--- src/rtl/pipelined_mac_pkg.sv ---
// rtl/pipelined_mac_pkg.sv - shared width constants for the pipelined 4x4 multiplier
package pipelined_mac_pkg;

    localparam int OPW     = 4;  // operand width (a, y)
    localparam int OUTW    = 6;  // registered product width, low bits of a*y
    localparam int NSTAGES = 3;  // pipeline depth, operand sample edge to out

endpackage

--- src/rtl/pipelined_mac_fa.sv ---
// rtl/pipelined_mac_fa.sv - combinational full-adder cell of the carry-save array
//
// Ports:
//   a, b, cin : input bits of equal weight
//   sum       : a ^ b ^ cin (same weight)
//   cout      : majority of a, b, cin (next weight up)
// Tying cin to 0 turns the cell into a half adder.
module pipelined_mac_fa (
    input  logic a,
    input  logic b,
    input  logic cin,
    output logic sum,
    output logic cout
);

    assign sum  = a ^ b ^ cin;
    assign cout = (a & b) | (a & cin) | (b & cin);

endmodule

--- src/rtl/pipelined_mac.sv ---
// rtl/pipelined_mac.sv - 3-stage pipelined 4x4 unsigned carry-save multiplier
//
// Ports:
//   clk   : rising-edge clock
//   rst_n : asynchronous active-low reset, clears every pipeline register and out
//   a     : 4-bit unsigned multiplicand, sampled every edge
//   y     : 4-bit unsigned multiplier, sampled every edge
//   out   : registered (a*y) mod 64, valid after the 3rd edge counting the sample edge
//
// Stage 1 (L1x) adds rows a*y0 and a*y1, stage 2 (L2x) folds in row a*y2,
// stage 3 (L3x) folds in row a*y3 and resolves the remaining carries.
// Column naming: L1k_sum has weight k, L1k_carry weight k+1; L2k_sum weight k+1,
// L2k_carry weight k+2. Each stage reads only the operand copies delayed
// alongside its data, so consecutive operand pairs never mix.
module pipelined_mac
    import pipelined_mac_pkg::*;
(
    input  logic            clk,
    input  logic            rst_n,
    input  logic [OPW-1:0]  a,
    input  logic [OPW-1:0]  y,
    output logic [OUTW-1:0] out
);

    // ---------------- stage 1 registers ----------------
    logic L11_sum, L12_sum, L13_sum, L14_sum;
    logic L11_carry, L12_carry, L13_carry, L14_carry;
    logic L11_a3, L12_a2, L13_a1, L14_a0;
    logic L15_y1, L16_y2, L17_y3;
    logic L1_p0;

    // ---------------- stage 2 registers ----------------
    logic L21_sum, L22_sum, L23_sum, L24_sum;
    logic L21_carry, L22_carry, L23_carry;
    logic L21_a3, L22_a2, L23_a1, L24_a0;
    logic L26_y2, L27_y3;
    logic L2_p0, L2_p1;

    // ---------------- stage 3 registers ----------------
    logic L37_y3;

    // ---------------- stage 1 datapath ----------------
    logic [OPW-1:0] pp0, pp1;
    logic [3:0]     s1_sum, s1_cout;

    assign pp0 = a & {OPW{y[0]}};
    assign pp1 = a & {OPW{y[1]}};

    // Columns 1..3 pair row0 with row1 shifted by one; column 4 holds only a3&y1.
    pipelined_mac_fa u_s1_c1 (.a(pp0[1]), .b(pp1[0]), .cin(1'b0), .sum(s1_sum[0]), .cout(s1_cout[0]));
    pipelined_mac_fa u_s1_c2 (.a(pp0[2]), .b(pp1[1]), .cin(1'b0), .sum(s1_sum[1]), .cout(s1_cout[1]));
    pipelined_mac_fa u_s1_c3 (.a(pp0[3]), .b(pp1[2]), .cin(1'b0), .sum(s1_sum[2]), .cout(s1_cout[2]));
    pipelined_mac_fa u_s1_c4 (.a(pp1[3]), .b(1'b0),   .cin(1'b0), .sum(s1_sum[3]), .cout(s1_cout[3]));

    always_ff @(posedge clk or negedge rst_n) begin
        if (!rst_n) begin
            L11_sum   <= 1'b0;
            L12_sum   <= 1'b0;
            L13_sum   <= 1'b0;
            L14_sum   <= 1'b0;
            L11_carry <= 1'b0;
            L12_carry <= 1'b0;
            L13_carry <= 1'b0;
            L14_carry <= 1'b0;
            L11_a3    <= 1'b0;
            L12_a2    <= 1'b0;
            L13_a1    <= 1'b0;
            L14_a0    <= 1'b0;
            L15_y1    <= 1'b0;
            L16_y2    <= 1'b0;
            L17_y3    <= 1'b0;
            L1_p0     <= 1'b0;
        end else begin
            L11_sum   <= s1_sum[0];
            L12_sum   <= s1_sum[1];
            L13_sum   <= s1_sum[2];
            L14_sum   <= s1_sum[3];
            L11_carry <= s1_cout[0];
            L12_carry <= s1_cout[1];
            L13_carry <= s1_cout[2];
            L14_carry <= s1_cout[3];
            L11_a3    <= a[3];
            L12_a2    <= a[2];
            L13_a1    <= a[1];
            L14_a0    <= a[0];
            L15_y1    <= y[1];
            L16_y2    <= y[2];
            L17_y3    <= y[3];
            L1_p0     <= pp0[0];
        end
    end

    // ---------------- stage 2 datapath ----------------
    logic [OPW-1:0] d1_a, pp2;
    logic [3:0]     s2_sum, s2_cout;

    assign d1_a = {L11_a3, L12_a2, L13_a1, L14_a0};
    assign pp2  = d1_a & {OPW{L16_y2}};

    // Row a*y2 lands on columns 2..5.
    pipelined_mac_fa u_s2_c2 (.a(L12_sum),   .b(L11_carry), .cin(pp2[0]), .sum(s2_sum[0]), .cout(s2_cout[0]));
    pipelined_mac_fa u_s2_c3 (.a(L13_sum),   .b(L12_carry), .cin(pp2[1]), .sum(s2_sum[1]), .cout(s2_cout[1]));
    pipelined_mac_fa u_s2_c4 (.a(L14_sum),   .b(L13_carry), .cin(pp2[2]), .sum(s2_sum[2]), .cout(s2_cout[2]));
    pipelined_mac_fa u_s2_c5 (.a(L14_carry), .b(pp2[3]),    .cin(1'b0),   .sum(s2_sum[3]), .cout(s2_cout[3]));

    always_ff @(posedge clk or negedge rst_n) begin
        if (!rst_n) begin
            L21_sum   <= 1'b0;
            L22_sum   <= 1'b0;
            L23_sum   <= 1'b0;
            L24_sum   <= 1'b0;
            L21_carry <= 1'b0;
            L22_carry <= 1'b0;
            L23_carry <= 1'b0;
            L21_a3    <= 1'b0;
            L22_a2    <= 1'b0;
            L23_a1    <= 1'b0;
            L24_a0    <= 1'b0;
            L26_y2    <= 1'b0;
            L27_y3    <= 1'b0;
            L2_p0     <= 1'b0;
            L2_p1     <= 1'b0;
        end else begin
            L21_sum   <= s2_sum[0];
            L22_sum   <= s2_sum[1];
            L23_sum   <= s2_sum[2];
            L24_sum   <= s2_sum[3];
            L21_carry <= s2_cout[0];
            L22_carry <= s2_cout[1];
            L23_carry <= s2_cout[2];
            L21_a3    <= L11_a3;
            L22_a2    <= L12_a2;
            L23_a1    <= L13_a1;
            L24_a0    <= L14_a0;
            L26_y2    <= L16_y2;
            L27_y3    <= L17_y3;
            L2_p0     <= L1_p0;
            L2_p1     <= L11_sum;   // column 1 is complete after stage 1
        end
    end

    // ---------------- stage 3 datapath ----------------
    logic [OPW-1:0] d2_a, pp3;
    logic [3:0]     s3_sum, s3_cout;
    logic           p5;

    assign d2_a = {L21_a3, L22_a2, L23_a1, L24_a0};
    assign pp3  = d2_a & {OPW{L27_y3}};

    // Column 3 is a plain add; column 4 needs a second cell to absorb the
    // ripple from column 3; column 5 only needs parity, so the two carries
    // arriving there are XORed in rather than given another cell.
    pipelined_mac_fa u_s3_c3  (.a(L22_sum),   .b(L21_carry),  .cin(pp3[0]), .sum(s3_sum[0]), .cout(s3_cout[0]));
    pipelined_mac_fa u_s3_c4  (.a(L23_sum),   .b(L22_carry),  .cin(pp3[1]), .sum(s3_sum[1]), .cout(s3_cout[1]));
    pipelined_mac_fa u_s3_c4r (.a(s3_sum[1]), .b(s3_cout[0]), .cin(1'b0),   .sum(s3_sum[2]), .cout(s3_cout[2]));
    pipelined_mac_fa u_s3_c5  (.a(L24_sum),   .b(L23_carry),  .cin(pp3[2]), .sum(s3_sum[3]), .cout(s3_cout[3]));

    assign p5 = s3_sum[3] ^ s3_cout[1] ^ s3_cout[2];

    always_ff @(posedge clk or negedge rst_n) begin
        if (!rst_n) begin
            out    <= '0;
            L37_y3 <= 1'b0;
        end else begin
            out    <= {p5, s3_sum[2], s3_sum[0], L21_sum, L2_p1, L2_p0};
            L37_y3 <= L27_y3;
        end
    end

    // Weights 6 and up are dropped (product wraps mod 64); the delayed y copies
    // not consumed downstream are kept as observable pipeline state.
    logic unused_bits;
    assign unused_bits = ^{L15_y1, L26_y2, L37_y3, pp3[3], s2_cout[3], s3_cout[3]};

endmodule

--- config.mk ---
export PLATFORM = sky130hd
export DESIGN_NAME = pipelined_mac
export DESIGN_NICKNAME = d
export VERILOG_FILES = /design/src/rtl/pipelined_mac_pkg.sv /design/src/rtl/pipelined_mac_fa.sv /design/src/rtl/pipelined_mac.sv
export SDC_FILE = /design/constraint.sdc
export NUM_CORES = 1
export LEC_CHECK = 0
export CORE_ASPECT_RATIO = 0.8
export CORE_MARGIN = 3
export CORE_UTILIZATION = 40
export CTS_BUF_LIST = sky130_fd_sc_hd__clkbuf_2 sky130_fd_sc_hd__clkbuf_4 sky130_fd_sc_hd__clkbuf_8
export DETAILED_ROUTE_END_ITERATION = 16
export PLACE_DENSITY = 0.71
export SYNTH_ARGS = -nofsm -noshare
export SYNTH_HDL_FRONTEND = slang
export SYNTH_SLANG_ARGS = --single-unit
--- constraint.sdc ---
create_clock -name clk -period 3.5 [get_ports clk]
set_input_delay 0.35 -clock clk [delete_from_list [all_inputs] [get_ports clk]]
set_output_delay 0.35 -clock clk [all_outputs]
set_load 0.005 [all_outputs]
==> report_table.html, run 1 <==
<table>
<tr><th>Metric</th><th>Value</th></tr>
<tr><th colspan="2">Run status</th></tr>
<tr><td>Run status</td><td>completed</td></tr>
<tr><th colspan="2">Clock tree</th></tr>
<tr><td>Maximum clock insertion buffer count</td><td>2</td></tr>
<tr><td>CTS tree</td><td>built</td></tr>
<tr><td>Number of H-tree levels</td><td>2</td></tr>
<tr><td>Root buf cell</td><td>sky130_fd_sc_hd__clkbuf_4</td></tr>
<tr><td>Worst-path clk slew</td><td>0.09 ns</td></tr>
<tr><td>CTS resizes</td><td>0</td></tr>
<tr><td>Hold bufs inserted after CTS</td><td>0</td></tr>
<tr><td>Number of buffers created by CTS</td><td>5</td></tr>
<tr><td>Later-pin clock latency in the skew report</td><td>0.32 ns</td></tr>
<tr><td>Number of sinks on the clock net</td><td>33</td></tr>
<tr><td>Buffers inserted during post-CTS setup optimization</td><td>0</td></tr>
<tr><th colspan="2">STA</th></tr>
<tr><td>Worst Slack Setup Final</td><td>1.85 ns</td></tr>
<tr><td>Setup violators final</td><td>0</td></tr>
<tr><td>Worst hold slack across all endpoints</td><td>0.353 ns</td></tr>
<tr><td>Minimum period implied by the final worst setup slack</td><td>1.65 ns</td></tr>
<tr><td>Final worst clock skew</td><td>between 0.01 and 0.015 ns</td></tr>
<tr><td>Maximum clock rate</td><td>605 MHz</td></tr>
<tr><td>Actual slew at the worst max-slew pin</td><td>~0.38 ns</td></tr>
<tr><td>Total count of max-transition violations in the final report</td><td>0</td></tr>
<tr><td>Crit share post-route</td><td>47.2%</td></tr>
<tr><td>Unrepaired setup endpoints after global routing</td><td>no</td></tr>
<tr><td>Hold Fails Final Rpt</td><td>0</td></tr>
<tr><td>Remaining max-slew budget at the tightest pin</td><td>between 70% and 80%</td></tr>
<tr><td>Total negative slack for setup checks</td><td>0 ns</td></tr>
<tr><th colspan="2">Worst setup path</th></tr>
<tr><td>CP Launch Type</td><td>flop</td></tr>
<tr><td>Data required, critical path</td><td>3.70 ns</td></tr>
<tr><td>Path type of the worst setup path</td><td>reg2reg</td></tr>
<tr><td>Peak fanout along the critical path</td><td>3</td></tr>
<tr><td>Arrival time reported for the critical path endpoint</td><td>~1.9 ns</td></tr>
<tr><td>Critical Path Sink Type</td><td>flop</td></tr>
<tr><td>Worst-case register-to-register setup slack</td><td>1.85 ns</td></tr>
<tr><td>Endpoint of the worst-slack reg-to-reg timing path</td><td>out[5]</td></tr>
<tr><td>Reg2reg start</td><td>L27_y3</td></tr>
<tr><td>Depth of the worst register-to-register path</td><td>6</td></tr>
<tr><th colspan="2">Placement</th></tr>
<tr><td>Cell count after placement</td><td>approximately 130</td></tr>
<tr><td>Routability congestion estimate from global placement</td><td>0.748</td></tr>
<tr><td>Pre-CTS setup slack</td><td>1.83 ns</td></tr>
<tr><td>Area post-placement</td><td>1360 sq um</td></tr>
<tr><td>Number of port buffers</td><td>15</td></tr>
<tr><th colspan="2">Route</th></tr>
<tr><td>Mean routed wirelength per cell</td><td>10.4 um</td></tr>
<tr><td>Post-route ant nets</td><td>0</td></tr>
<tr><td>Vias per std cell</td><td>4.07</td></tr>
<tr><td>Total iterations of the first detailed-routing run</td><td>2</td></tr>
<tr><td>Vias</td><td>546</td></tr>
<tr><td>1st-iter DRT viols</td><td>8</td></tr>
<tr><td>Total DRC errors in the routed layout</td><td>0</td></tr>
<tr><td>Detailed Route WL</td><td>between 1000 and 1500 um</td></tr>
<tr><th colspan="2">Yosys</th></tr>
<tr><td>Number of instances in the synthesized netlist</td><td>75</td></tr>
<tr><td>Combinational family with the most area after synthesis</td><td>adder cells</td></tr>
<tr><td>Synthesized net count</td><td>between 90 and 100</td></tr>
<tr><td>Unique cell type count in the Yosys netlist</td><td>9</td></tr>
<tr><td>Share of cell area taken by muxes after synthesis</td><td>0%</td></tr>
<tr><td>Mapped cell area</td><td>1150 sq um</td></tr>
<tr><td>Post-synthesis average cell area</td><td>15.4 sq um</td></tr>
<tr><td>Register area share after synthesis</td><td>a little under three quarters</td></tr>
<tr><td>Warnings, synthesis</td><td>0</td></tr>
<tr><td>Simple-gate share of the synthesized area</td><td>7.05%</td></tr>
<tr><td>Seq cells post-synth</td><td>33</td></tr>
<tr><td>Complex-gate fraction of the synthesized area</td><td>0%</td></tr>
<tr><td>Area share of fa/ha/maj cells after synthesis</td><td>13.0%</td></tr>
<tr><td>Xor and xnor area share after synthesis</td><td>under 10%</td></tr>
<tr><th colspan="2">GRT</th></tr>
<tr><td>Pin count of the biggest net entering global routing</td><td>34</td></tr>
<tr><td>Number of global-route vias before repair</td><td>570</td></tr>
<tr><td>Grt met1 use</td><td>between 10% and 20%</td></tr>
<tr><td>Global Route met3 Usage</td><td>5.64%</td></tr>
<tr><td>GRT Util Overall</td><td>10.2%</td></tr>
<tr><td>Layer with the highest usage</td><td>met2</td></tr>
<tr><td>Global-route wire length before repair</td><td>between 2000 and 2500 um</td></tr>
<tr><td>Global-route congestion overflow total</td><td>0</td></tr>
<tr><td>GR Util met2</td><td>15.3%</td></tr>
<tr><td>Antenna violations before repair</td><td>0</td></tr>
<tr><th colspan="2">Power</th></tr>
<tr><td>Cell Int Power</td><td>about 0.62 mW</td></tr>
<tr><td>P per Cell Area</td><td>542 nW/um^2</td></tr>
<tr><td>VDD IR-drop max</td><td>218 uV</td></tr>
<tr><td>Final Power</td><td>approximately 0.77 mW</td></tr>
<tr><td>Comb power frac</td><td>11.3%</td></tr>
<tr><td>Switching pwr</td><td>around 0.16 mW</td></tr>
<tr><td>Switching fraction of total power</td><td>20.6%</td></tr>
<tr><td>Share of power burned in registers</td><td>about 55%</td></tr>
<tr><td>Clk network pwr share</td><td>33.5%</td></tr>
<tr><td>Leakage power summed over all cells</td><td>0.708 nW</td></tr>
<tr><th colspan="2">Cells and area</th></tr>
<tr><td>Number of inserted filler cells in the final layout</td><td>between 200 and 250</td></tr>
<tr><td>Final Util</td><td>54.9%</td></tr>
<tr><td>Nets@finish</td><td>roughly 120</td></tr>
<tr><td>Inserted Diodes</td><td>0</td></tr>
<tr><td>Register with the highest flop count</td><td>out</td></tr>
<tr><td>Most common cell after layout, fill and taps aside</td><td>sky130_fd_sc_hd__dfrtp_1</td></tr>
<tr><td>Commonest cells after routing, fill and taps aside</td><td>sky130_fd_sc_hd__dfrtp_1, sky130_fd_sc_hd__inv_1, sky130_fd_sc_hd__clkdlybuf4s50_1, sky130_fd_sc_hd__and2_1</td></tr>
<tr><td>Layout overhead on the synthesized area</td><td>23.9%</td></tr>
<tr><td>Fraction of final layout cells sized beyond drive strength 1</td><td>under 10%</td></tr>
<tr><td>Finished layout cell area</td><td>1430 sq um</td></tr>
<tr><td>Final standard cell count with taps included and fillers excluded</td><td>134</td></tr>
<tr><td>Number of flip-flops under the largest register name</td><td>6</td></tr>
<tr><th colspan="2">Floorplanning</th></tr>
<tr><td>Initial standard-cell utilization of the core</td><td>44.3%</td></tr>
<tr><td>Die height</td><td>about 54 um</td></tr>
<tr><td>Top Ports</td><td>16</td></tr>
<tr><td>Die Area</td><td>3570 sq um</td></tr>
<tr><td>Core region area</td><td>2600 sq um</td></tr>
<tr><td>Chip width</td><td>66.0 um</td></tr>
<tr><td>Number of cell rows</td><td>16</td></tr>
<tr><th colspan="2">Job</th></tr>
<tr><td>Max-cap viol count</td><td>0</td></tr>
<tr><th colspan="2">Min path</th></tr>
<tr><td>Worst hold path class</td><td>reg2reg</td></tr>
<tr><td>Hold Startpoint</td><td>L21_sum</td></tr>
<tr><td>Worst hold path depth</td><td>0</td></tr>
<tr><td>Hold worst-path end</td><td>out[2]</td></tr>
</table>
-- Yosys cell counts --
master / instances / area share [%]
sky130_fd_sc_hd__xnor3_1: 1 / 2.0
sky130_fd_sc_hd__and2_1: 10 / 5.4
sky130_fd_sc_hd__ha_1: 4 / 4.3
sky130_fd_sc_hd__fa_1: 5 / 8.7
sky130_fd_sc_hd__xor2_1: 1 / 0.76
sky130_fd_sc_hd__xnor2_1: 1 / 0.76
sky130_fd_sc_hd__nand2_1: 5 / 1.6
sky130_fd_sc_hd__dfrtp_1: 33 / 72
sky130_fd_sc_hd__inv_1: 15 / 4.9
-- cell type report --
cell class | instances | area, sq um | area share (%)
multi-input combinational | 27 | 272 | 19.0
sequential | 33 | 826 | 57.8
inverter | 15 | 56.3 | 3.94
clock inverter | 2 | 35.0 | 2.45
tap | 36 | 45.0 | 3.15
timing repair buffer | 16 | 158 | 11.0
clock buffer | 5 | 37.5 | 2.63
-- how the worst max path moves through the flow --
stage / end / from
after floorplan: out[5] / L23_sum
after CTS: out[5] / L27_y3
after detailed placement: out[5] / L27_y3
final: out[5] / L27_y3
after global placement: out[5] / L23_sum
after global routing: out[5] / L27_y3
-- per-layer routing --
metal	routed length, um	up-vias	part of all wire, %
met5	0	-	0
met4	38	0	2.7
met3	97	5	7.0
met2	656	16	47
met1	594	259	43
li1	-	266	-
-- power by group through the flow --
stage | sequential (mW) | combinational [mW] | clock [mW]
finish | 0.427 | 0.0879 | 0.260
global route | 0.432 | 0.0997 | 0.287
CTS | 0.428 | 0.0911 | 0.271
detailed placement | 0.436 | 0.0909 | 0
global placement | 0.435 | 0.0873 | 0
floorplan | 0.436 | 0.0316 | 0
-- critical path, stage by stage, from the launching register on --
cell                      delay (ns)
sky130_fd_sc_hd__dfrtp_1        0.37
sky130_fd_sc_hd__nand2_1        0.07
sky130_fd_sc_hd__fa_1           0.48
sky130_fd_sc_hd__inv_1          0.04
sky130_fd_sc_hd__ha_1           0.19
sky130_fd_sc_hd__xnor2_1        0.17
sky130_fd_sc_hd__xnor3_1        0.22
-- cell families (layout without fill, tap and decap cells) --
group | count (synthesis) | count (layout)
adder cells (fa/ha/maj) | 9 | 9
flip-flops | 33 | 33
XOR/XNOR | 3 | 3
buffers and inverters | 15 | 38
AND/OR/NAND/NOR | 15 | 15
(Power assumes the default switching activity.)
==> run 2: changes to the inputs <==
--- a/config.mk
+++ b/config.mk
@@ -10,7 +10,7 @@
 export CORE_UTILIZATION = 40
 export CTS_BUF_LIST = sky130_fd_sc_hd__clkbuf_2 sky130_fd_sc_hd__clkbuf_4 sky130_fd_sc_hd__clkbuf_8
 export DETAILED_ROUTE_END_ITERATION = 16
-export PLACE_DENSITY = 0.71
+export PLACE_DENSITY = 0.74
 export SYNTH_ARGS = -nofsm -noshare
 export SYNTH_HDL_FRONTEND = slang
 export SYNTH_SLANG_ARGS = --single-unit
==> constraint.sdc (replaced) <==
create_clock -name clk -period 1.45 [get_ports clk]
set_input_delay 0.145 -clock clk [delete_from_list [all_inputs] [get_ports clk]]
set_output_delay 0.145 -clock clk [all_outputs]
set_load 0.005 [all_outputs]
==> run 2 against run 1 <==
Net effect: the run now ends with negative setup slack left; final cell count is the same; cell area is essentially flat; count of clock-buffer cells in the layout grew 1; total power grew 120%; critical path depth is the same; utilization is essentially flat; register-to-register slack lost 2.0 ns; combinational power grew 140%; maximum frequency grew 3.9%; sequential share of layout area grew 0.051 points; non-clock buffer count is the same.
==> report_table.html, run 2 (synthesis gave the netlist of run 1 again) <==
<table>
<tr><th>Metric</th><th>Value</th></tr>
<tr><th colspan="2">Run status</th></tr>
<tr><td>Run status</td><td>finished, violations left</td></tr>
<tr><td>Violated checks</td><td>negative setup slack</td></tr>
<tr><th colspan="2">Route</th></tr>
<tr><td>Top layer in use</td><td>met4</td></tr>
<tr><td>Mean routed wirelength per cell</td><td>9.87 um (-4.7%)</td></tr>
<tr><td>Detailed Route WL</td><td>1320 um (-4.7%)</td></tr>
<tr><td>Met3 Routed Length</td><td>117 um (+21%)</td></tr>
<tr><td>Met1 wire length</td><td>563 um (-5.2%)</td></tr>
<tr><td>Vias per std cell</td><td>4.16 (+2.2%)</td></tr>
<tr><td>1st-iter DRT viols</td><td>9 (+1)</td></tr>
<tr><td>Total iterations of the first detailed-routing run</td><td>2 (unchanged)</td></tr>
<tr><td>Vias</td><td>558 (+2.2%)</td></tr>
<tr><td>Post-route ant nets</td><td>0 (unchanged)</td></tr>
<tr><td>Routed met2 length</td><td>622 um (-5.2%)</td></tr>
<tr><td>Total DRC errors in the routed layout</td><td>0 (unchanged)</td></tr>
<tr><th colspan="2">Cells and area</th></tr>
<tr><td>Layout overhead on the synthesized area</td><td>23.8% (about the same)</td></tr>
<tr><td>Number of inserted filler cells in the final layout</td><td>227 (+3.7%)</td></tr>
<tr><td>Final Util</td><td>54.9% (about the same)</td></tr>
<tr><td>Number of flip-flops under the largest register name</td><td>6 (unchanged)</td></tr>
<tr><td>Register cell area after layout</td><td>826 sq um (unchanged)</td></tr>
<tr><td>Fraction of final layout cells sized beyond drive strength 1</td><td>11.2% (+3.1 points)</td></tr>
<tr><td>Commonest cells after routing, fill and taps aside</td><td>sky130_fd_sc_hd__dfrtp_1, sky130_fd_sc_hd__inv_1, sky130_fd_sc_hd__clkdlybuf4s50_1, sky130_fd_sc_hd__and2_1</td></tr>
<tr><td>Nets@finish</td><td>117 (unchanged)</td></tr>
<tr><td>Final standard cell count with taps included and fillers excluded</td><td>134 (unchanged)</td></tr>
<tr><td>Finished layout cell area</td><td>1430 sq um (about the same)</td></tr>
<tr><td>Multi-input logic area</td><td>284 sq um (+4.6%)</td></tr>
<tr><td>Inserted Diodes</td><td>0 (unchanged)</td></tr>
<tr><td>Most common cell after layout, fill and taps aside</td><td>sky130_fd_sc_hd__dfrtp_1</td></tr>
<tr><td>Register with the highest flop count</td><td>out</td></tr>
<tr><th colspan="2">Floorplanning</th></tr>
<tr><td>Core region area</td><td>2600 sq um (unchanged)</td></tr>
<tr><td>Die Area</td><td>3570 sq um (unchanged)</td></tr>
<tr><td>Chip width</td><td>66.0 um (unchanged)</td></tr>
<tr><td>Die height</td><td>54.0 um (unchanged)</td></tr>
<tr><td>Top Ports</td><td>16 (unchanged)</td></tr>
<tr><td>Number of cell rows</td><td>16 (unchanged)</td></tr>
<tr><td>Initial standard-cell utilization of the core</td><td>44.3% (unchanged)</td></tr>
<tr><th colspan="2">STA</th></tr>
<tr><td>Hold Fails Final Rpt</td><td>0 (unchanged)</td></tr>
<tr><td>Remaining max-slew budget at the tightest pin</td><td>74.2% (-0.35 points)</td></tr>
<tr><td>Worst Slack Setup Final</td><td>-0.140 ns (-1.99 ns)</td></tr>
<tr><td>Setup violators final</td><td>1 (+1)</td></tr>
<tr><td>Minimum period implied by the final worst setup slack</td><td>1.59 ns (-0.0627 ns)</td></tr>
<tr><td>Maximum clock rate</td><td>629 MHz (+3.9%)</td></tr>
<tr><td>Unrepaired setup endpoints after global routing</td><td>yes</td></tr>
<tr><td>Crit share post-route</td><td>110% (+62 points)</td></tr>
<tr><td>Actual slew at the worst max-slew pin</td><td>0.386 ns (+0.00530 ns)</td></tr>
<tr><td>Total negative slack for setup checks</td><td>-0.140 ns (-0.140 ns)</td></tr>
<tr><td>Final worst clock skew</td><td>0.00955 ns (-0.00136 ns)</td></tr>
<tr><td>Worst hold slack across all endpoints</td><td>0.218 ns (-0.135 ns)</td></tr>
<tr><td>Total count of max-transition violations in the final report</td><td>0 (unchanged)</td></tr>
<tr><th colspan="2">Worst setup path</th></tr>
<tr><td>Cell-by-cell listing of the critical path</td><td>nand2_1, fa_1, inv_1, ha_2, xnor2_2, xnor3_1</td></tr>
<tr><td>Maximum cell stage delay along the critical path</td><td>0.48 ns (about the same)</td></tr>
<tr><td>Path type of the worst setup path</td><td>reg2reg</td></tr>
<tr><td>Arrival time reported for the critical path endpoint</td><td>1.78 ns (-0.07 ns)</td></tr>
<tr><td>Slowest library cell on the worst path</td><td>sky130_fd_sc_hd__fa_1</td></tr>
<tr><td>Peak fanout along the critical path</td><td>3 (unchanged)</td></tr>
<tr><td>Data required, critical path</td><td>1.64 ns (-2.06 ns)</td></tr>
<tr><td>Critical Path Sink Type</td><td>flop</td></tr>
<tr><td>CP Launch Type</td><td>flop</td></tr>
<tr><th colspan="2">GRT</th></tr>
<tr><td>Pin count of the biggest net entering global routing</td><td>34 (unchanged)</td></tr>
<tr><td>Global-route wire length before repair</td><td>2450 um (+0.86%)</td></tr>
<tr><td>Number of global-route vias before repair</td><td>575 (+0.88%)</td></tr>
<tr><td>Global-route congestion overflow total</td><td>0 (unchanged)</td></tr>
<tr><td>GRT Util Overall</td><td>9.94% (-0.30 points)</td></tr>
<tr><td>Antenna violations before repair</td><td>0 (unchanged)</td></tr>
<tr><th colspan="2">Placement</th></tr>
<tr><td>Number of port buffers</td><td>15 (unchanged)</td></tr>
<tr><td>Cell count after placement</td><td>127 (unchanged)</td></tr>
<tr><td>Post-detailed-placement half-perimeter wirelength</td><td>1010 um</td></tr>
<tr><td>Routability congestion estimate from global placement</td><td>0.741 (-0.90%)</td></tr>
<tr><td>Pre-CTS setup slack</td><td>-0.184 ns (-2.01 ns)</td></tr>
<tr><td>Area post-placement</td><td>1360 sq um (+0.37%)</td></tr>
<tr><th colspan="2">Power</th></tr>
<tr><td>Share of power burned in registers</td><td>59.3% (+4.2 points)</td></tr>
<tr><td>Switching pwr</td><td>0.377 mW (+140%)</td></tr>
<tr><td>Final Power</td><td>1.74 mW (+120%)</td></tr>
<tr><td>Comb power frac</td><td>12.3% (+1.0 points)</td></tr>
<tr><td>Clk network pwr share</td><td>28.4% (-5.1 points)</td></tr>
<tr><td>Switching fraction of total power</td><td>21.7% (+1.0 points)</td></tr>
<tr><td>Leakage power summed over all cells</td><td>0.696 nW (-1.7%)</td></tr>
<tr><td>P per Cell Area</td><td>1220 nW/um^2 (+130%)</td></tr>
<tr><td>VDD IR-drop max</td><td>442 uV (+100%)</td></tr>
<tr><td>Cell Int Power</td><td>1.37 mW (+120%)</td></tr>
<tr><th colspan="2">Min path</th></tr>
<tr><td>Worst hold path class</td><td>in2async</td></tr>
<tr><th colspan="2">Clock tree</th></tr>
<tr><td>Number of H-tree levels</td><td>2 (unchanged)</td></tr>
<tr><td>Hold bufs inserted after CTS</td><td>0 (unchanged)</td></tr>
<tr><td>Buffers inserted during post-CTS setup optimization</td><td>0 (unchanged)</td></tr>
<tr><td>Number of buffers created by CTS</td><td>5 (unchanged)</td></tr>
<tr><td>Root buf cell</td><td>sky130_fd_sc_hd__clkbuf_4</td></tr>
<tr><td>Number of sinks on the clock net</td><td>33 (unchanged)</td></tr>
<tr><td>CTS tree</td><td>built</td></tr>
<tr><td>Later-pin clock latency in the skew report</td><td>0.31 ns (about the same)</td></tr>
<tr><td>Maximum clock insertion buffer count</td><td>2 (unchanged)</td></tr>
<tr><td>Worst-path clk slew</td><td>0.09 ns (about the same)</td></tr>
<tr><th colspan="2">Job</th></tr>
<tr><td>Max-cap viol count</td><td>0 (unchanged)</td></tr>
</table>
run 2: cell types whose count changed in the layout (fill, tap and decap cells not counted), sizes merged:
cell,previous run,this run
clkbuf,5,6
clkinv,1,0
bufinv,1,0
clkinvlp,0,1
run 2: layout make-up:
type                       count  share of cell area [%]
clock buffer                   6                    3.59
clock inverter                 1                   0.526
inverter                      15                    3.94
multi-input combinational     27                    19.9
sequential                    33                    57.8
tap                           36                    3.16
timing repair buffer          16                    11.0
run 2: path summary, 6_finish.rpt:
| check | endpoint | startpoint | slack, ns | depth (start not counted) |
|---|---|---|---|---|
| worst max-delay path | out[5] | L27_y3 | -0.14 | 6 |
| worst min-delay path | L23_sum | rst_n | 0.22 | 2 |
| worst max register to register | out[5] | L27_y3 | -0.14 | 6 |
| worst min register to register | out[2] | L21_sum | 0.35 | 0 |
| max in group asynchronous | out[3] | rst_n | 0.94 | 2 |
| min in group clk | L16_y2 | y[2] | 0.27 | 1 |
run 2: critical path, delay by kind of cell (launching register included):
family / cells / cell delay (ns)
XOR/XNOR: 2 / 0.34
buffers and inverters: 1 / 0.04
flip-flops: 1 / 0.37
AND/OR/NAND/NOR: 1 / 0.07
adder cells (fa/ha/maj): 2 / 0.65
run 2: per-layer routing:
metal  track usage (%)  up-vias
met1              12.3      271
met3              5.01        4
met2              15.0       20
met5                 0        -
li1                  -      263
met4              4.05        0
run 2: what timing repair did:
item                                   4_1_cts  5_1_grt
setup endpoints to repair                    1        1
pin swaps                                    0        0
gates resized for setup                      1        0
endpoints found under the hold margin        0        0
run 2: power groups by stage:
stage,registers [mW],logic [mW],clock network (mW)
global placement,1.05,0.211,0
floorplan,1.05,0.0778,0
finish,1.03,0.215,0.494
detailed placement,1.05,0.218,0
CTS,1.04,0.223,0.522
global route,1.04,0.250,0.558
==> run 3: changes to the inputs <==
--- a/config.mk
+++ b/config.mk
@@ -10,7 +10,9 @@
 export CORE_UTILIZATION = 40
 export CTS_BUF_LIST = sky130_fd_sc_hd__clkbuf_2 sky130_fd_sc_hd__clkbuf_4 sky130_fd_sc_hd__clkbuf_8
 export DETAILED_ROUTE_END_ITERATION = 16
-export PLACE_DENSITY = 0.74
+export GPL_TIMING_DRIVEN = 1
+export MAX_ROUTING_LAYER = met4
+export PLACE_DENSITY = 0.71
 export SYNTH_ARGS = -nofsm -noshare
 export SYNTH_HDL_FRONTEND = slang
 export SYNTH_SLANG_ARGS = --single-unit
==> constraint.sdc (replaced) <==
create_clock -name clk -period 1.5 [get_ports clk]
set_input_delay 0.15 -clock clk [delete_from_list [all_inputs] [get_ports clk]]
set_output_delay 0.15 -clock clk [all_outputs]
set_load 0.005 [all_outputs]
==> run 3 against run 2 <==
Net effect: the flow still finishes with violations (negative setup slack); combinational power hardly changed; clock power is 23% higher; via count is 2.3% lower; wire length is 7.7% higher; flip-flop and latch count stayed put; first-iteration DRC count stayed put; sequential share of layout area is 0.85 points lower; die area stayed put; maximum frequency is 0.98% lower; global-route usage is 0.23 points higher; non-clock buffer count is 1 higher; utilization is 0.82 points higher; critical endpoint unchanged; highest routed layer unchanged.
==> report_table.html, run 3 (synthesis gave the netlist of run 1 again) <==
<table>
<tr><th>Metric</th><th>Value</th></tr>
<tr><th colspan="2">Clock tree</th></tr>
<tr><td>Number of H-tree levels</td><td>2 (unchanged)</td></tr>
<tr><td>Hold bufs inserted after CTS</td><td>0 (unchanged)</td></tr>
<tr><td>Number of buffers created by CTS</td><td>5 (unchanged)</td></tr>
<tr><td>Worst-path clk slew</td><td>0.10 ns (about the same)</td></tr>
<tr><td>Root buf cell</td><td>sky130_fd_sc_hd__clkbuf_4</td></tr>
<tr><td>Later-pin clock latency in the skew report</td><td>0.32 ns (about the same)</td></tr>
<tr><td>CTS tree</td><td>built</td></tr>
<tr><td>Number of sinks on the clock net</td><td>33 (unchanged)</td></tr>
<tr><td>Maximum clock insertion buffer count</td><td>2 (unchanged)</td></tr>
<tr><th colspan="2">Min path</th></tr>
<tr><td>Worst hold path class</td><td>in2async</td></tr>
<tr><th colspan="2">Route</th></tr>
<tr><td>1st-iter DRT viols</td><td>9 (unchanged)</td></tr>
<tr><td>Vias</td><td>545 (-2.3%)</td></tr>
<tr><td>Mean routed wirelength per cell</td><td>10.5 um (+6.9%)</td></tr>
<tr><td>Total iterations of the first detailed-routing run</td><td>3 (+1)</td></tr>
<tr><td>Total DRC errors in the routed layout</td><td>0 (unchanged)</td></tr>
<tr><td>Vias per std cell</td><td>4.04 (-3.1%)</td></tr>
<tr><td>Detailed Route WL</td><td>1420 um (+7.7%)</td></tr>
<tr><td>Post-route ant nets</td><td>0 (unchanged)</td></tr>
<tr><th colspan="2">STA</th></tr>
<tr><td>Remaining max-slew budget at the tightest pin</td><td>73.9% (-0.39 points)</td></tr>
<tr><td>Final worst clock skew</td><td>0.0134 ns (+0.00380 ns)</td></tr>
<tr><td>Crit share post-route</td><td>107% (-2.6 points)</td></tr>
<tr><td>Maximum clock rate</td><td>623 MHz (-0.98%)</td></tr>
<tr><td>Actual slew at the worst max-slew pin</td><td>0.392 ns (+0.00584 ns)</td></tr>
<tr><td>Setup violators final</td><td>1 (unchanged)</td></tr>
<tr><td>Total count of max-transition violations in the final report</td><td>0 (unchanged)</td></tr>
<tr><td>Worst Slack Setup Final</td><td>-0.106 ns (+0.0343 ns)</td></tr>
<tr><td>Minimum period implied by the final worst setup slack</td><td>1.61 ns (+0.0157 ns)</td></tr>
<tr><td>Hold Fails Final Rpt</td><td>0 (unchanged)</td></tr>
<tr><td>Unrepaired setup endpoints after global routing</td><td>yes</td></tr>
<tr><th colspan="2">Placement</th></tr>
<tr><td>Pre-CTS setup slack</td><td>-0.166 ns (+0.0180 ns)</td></tr>
<tr><td>Number of port buffers</td><td>15 (unchanged)</td></tr>
<tr><td>Post-detailed-placement half-perimeter wirelength</td><td>1060 um (+5.3%)</td></tr>
<tr><td>Cell count after placement</td><td>127 (unchanged)</td></tr>
<tr><td>Routability congestion estimate from global placement</td><td>0.746 (+0.65%)</td></tr>
<tr><th colspan="2">GRT</th></tr>
<tr><td>Global-route congestion overflow total</td><td>0 (unchanged)</td></tr>
<tr><td>GRT Util Overall</td><td>10.2% (+0.23 points)</td></tr>
<tr><td>Global-route wire length before repair</td><td>2440 um (-0.57%)</td></tr>
<tr><td>Number of global-route vias before repair</td><td>590 (+2.6%)</td></tr>
<tr><td>Antenna violations before repair</td><td>0 (unchanged)</td></tr>
<tr><td>Pin count of the biggest net entering global routing</td><td>34 (unchanged)</td></tr>
<tr><th colspan="2">Floorplanning</th></tr>
<tr><td>Top Ports</td><td>16 (unchanged)</td></tr>
<tr><td>Number of cell rows</td><td>16 (unchanged)</td></tr>
<tr><td>Initial standard-cell utilization of the core</td><td>44.3% (unchanged)</td></tr>
<tr><td>Die height</td><td>54.0 um (unchanged)</td></tr>
<tr><td>Core region area</td><td>2600 sq um (unchanged)</td></tr>
<tr><td>Die Area</td><td>3570 sq um (unchanged)</td></tr>
<tr><td>Chip width</td><td>66.0 um (unchanged)</td></tr>
<tr><th colspan="2">Run status</th></tr>
<tr><td>Violated checks</td><td>negative setup slack</td></tr>
<tr><td>Run status</td><td>finished, violations left</td></tr>
<tr><th colspan="2">Worst setup path</th></tr>
<tr><td>Path type of the worst setup path</td><td>reg2reg</td></tr>
<tr><td>Cell-by-cell listing of the critical path</td><td>nand2_1, fa_1, inv_1, ha_2, xnor2_2, xnor3_1</td></tr>
<tr><td>Top delay family on crit path</td><td>adder cells</td></tr>
<tr><td>CP Launch Type</td><td>flop</td></tr>
<tr><td>Slowest library cell on the worst path</td><td>sky130_fd_sc_hd__fa_1</td></tr>
<tr><td>Buffers &amp; Inverters on Critical Path</td><td>1 (unchanged)</td></tr>
<tr><td>Arrival time reported for the critical path endpoint</td><td>1.80 ns (+0.02 ns)</td></tr>
<tr><td>Maximum cell stage delay along the critical path</td><td>0.48 ns (about the same)</td></tr>
<tr><td>Data required, critical path</td><td>1.70 ns (+0.06 ns)</td></tr>
<tr><td>Critical Path Sink Type</td><td>flop</td></tr>
<tr><td>Peak fanout along the critical path</td><td>3 (unchanged)</td></tr>
<tr><th colspan="2">Cells and area</th></tr>
<tr><td>Final standard cell count with taps included and fillers excluded</td><td>135 (+0.75%)</td></tr>
<tr><td>Number of inserted filler cells in the final layout</td><td>227 (unchanged)</td></tr>
<tr><td>Number of flip-flops under the largest register name</td><td>6 (unchanged)</td></tr>
<tr><td>Inserted Diodes</td><td>0 (unchanged)</td></tr>
<tr><td>Commonest cells after routing, fill and taps aside</td><td>sky130_fd_sc_hd__dfrtp_1, sky130_fd_sc_hd__inv_1, sky130_fd_sc_hd__clkdlybuf4s50_1, sky130_fd_sc_hd__and2_1</td></tr>
<tr><td>Register with the highest flop count</td><td>out</td></tr>
<tr><td>Most common cell after layout, fill and taps aside</td><td>sky130_fd_sc_hd__dfrtp_1</td></tr>
<tr><td>Layout overhead on the synthesized area</td><td>25.6%</td></tr>
<tr><td>Fraction of final layout cells sized beyond drive strength 1</td><td>12.1% (+0.90 points)</td></tr>
<tr><td>Nets@finish</td><td>118 (+0.85%)</td></tr>
<tr><td>Final Util</td><td>55.7% (+0.82 points)</td></tr>
<tr><th colspan="2">Power</th></tr>
<tr><td>Leakage power summed over all cells</td><td>0.711 nW (+2.2%)</td></tr>
<tr><td>VDD IR-drop max</td><td>511 uV (+16%)</td></tr>
<tr><td>P per Cell Area</td><td>1250 nW/um^2 (+2.7%)</td></tr>
<tr><th colspan="2">Job</th></tr>
<tr><td>Max-cap viol count</td><td>0 (unchanged)</td></tr>
</table>
==> run 3: area by class of cell <==
cell class	instances	area, sq um	share of cell area (%)
flip-flops and latches	33	826	57.0
multi-input cells	27	284	19.6
repair buffers	17	165	11.4
inverters	15	56.3	3.89
well taps	36	45.0	3.11
clock buffers	5	37.5	2.59
clock inverters	2	35.0	2.42
==> run 3: path summary, 6_finish.rpt <==
| path | from | cells past startpoint | endpoint | slack (ns) |
|---|---|---|---|---|
| max in group asynchronous | rst_n | 2 | L24_a0 | 0.99 |
| min in group clk | y[2] | 1 | L16_y2 | 0.27 |
| max reg2reg | L27_y3 | 6 | out[5] | -0.11 |
| max | L27_y3 | 6 | out[5] | -0.11 |
| min | rst_n | 2 | L22_carry | 0.22 |
| min reg2reg | L2_p0 | 0 | out[0] | 0.36 |
==> run 3: power by group <==
group | switching, mW | internal [mW] | leakage, nW
Clock | 0.266 | 0.339 | 0.0410
Sequential | 0.0264 | 0.972 | 0.408
Combinational | 0.0826 | 0.130 | 0.262
==> run 3: metrics by stage <==
stage / hold WS (ns) / power (mW) / setup TNS [ns] / area, sq um
detailed placement: 0.336 / 1.23 / -0.166 / 1360
CTS: 0.225 / 1.85 / -0.133 / 1440
global route: 0.234 / 1.91 / -0.186 / 1450
floorplan: -0.146 / 1.09 / -0.0433 / 1160
finish: 0.224 / 1.82 / -0.106 / 1450
global placement: 0.332 / 1.22 / -0.0521 / 1360
==> run 3: layer usage <==
layer	vias up	part of all wire, %	wire, um	GRT usage, %
met1	263	46	659	11.8
met4	0	0.63	9	5.07
met3	2	7.7	110	5.01
met2	15	45	645	14.8
met5	-	0	0	-
li1	265	-	-	-
==> run 3: repair_timing <==
item,4_1_cts,5_1_grt
resized for setup,1,0
pin swaps,0,0
setup buffers,0,1
hold endpoints to repair,0,0
setup endpoints to repair,1,1
==> run 3: worst register-to-register path: cells and delay by family (launching register included) <==
kind                     cells  cell delay, ns
XOR/XNOR                     2            0.35
AND/OR/NAND/NOR              1            0.07
flip-flops                   1            0.37
buffers and inverters        1            0.05
adder cells (fa/ha/maj)      2            0.65
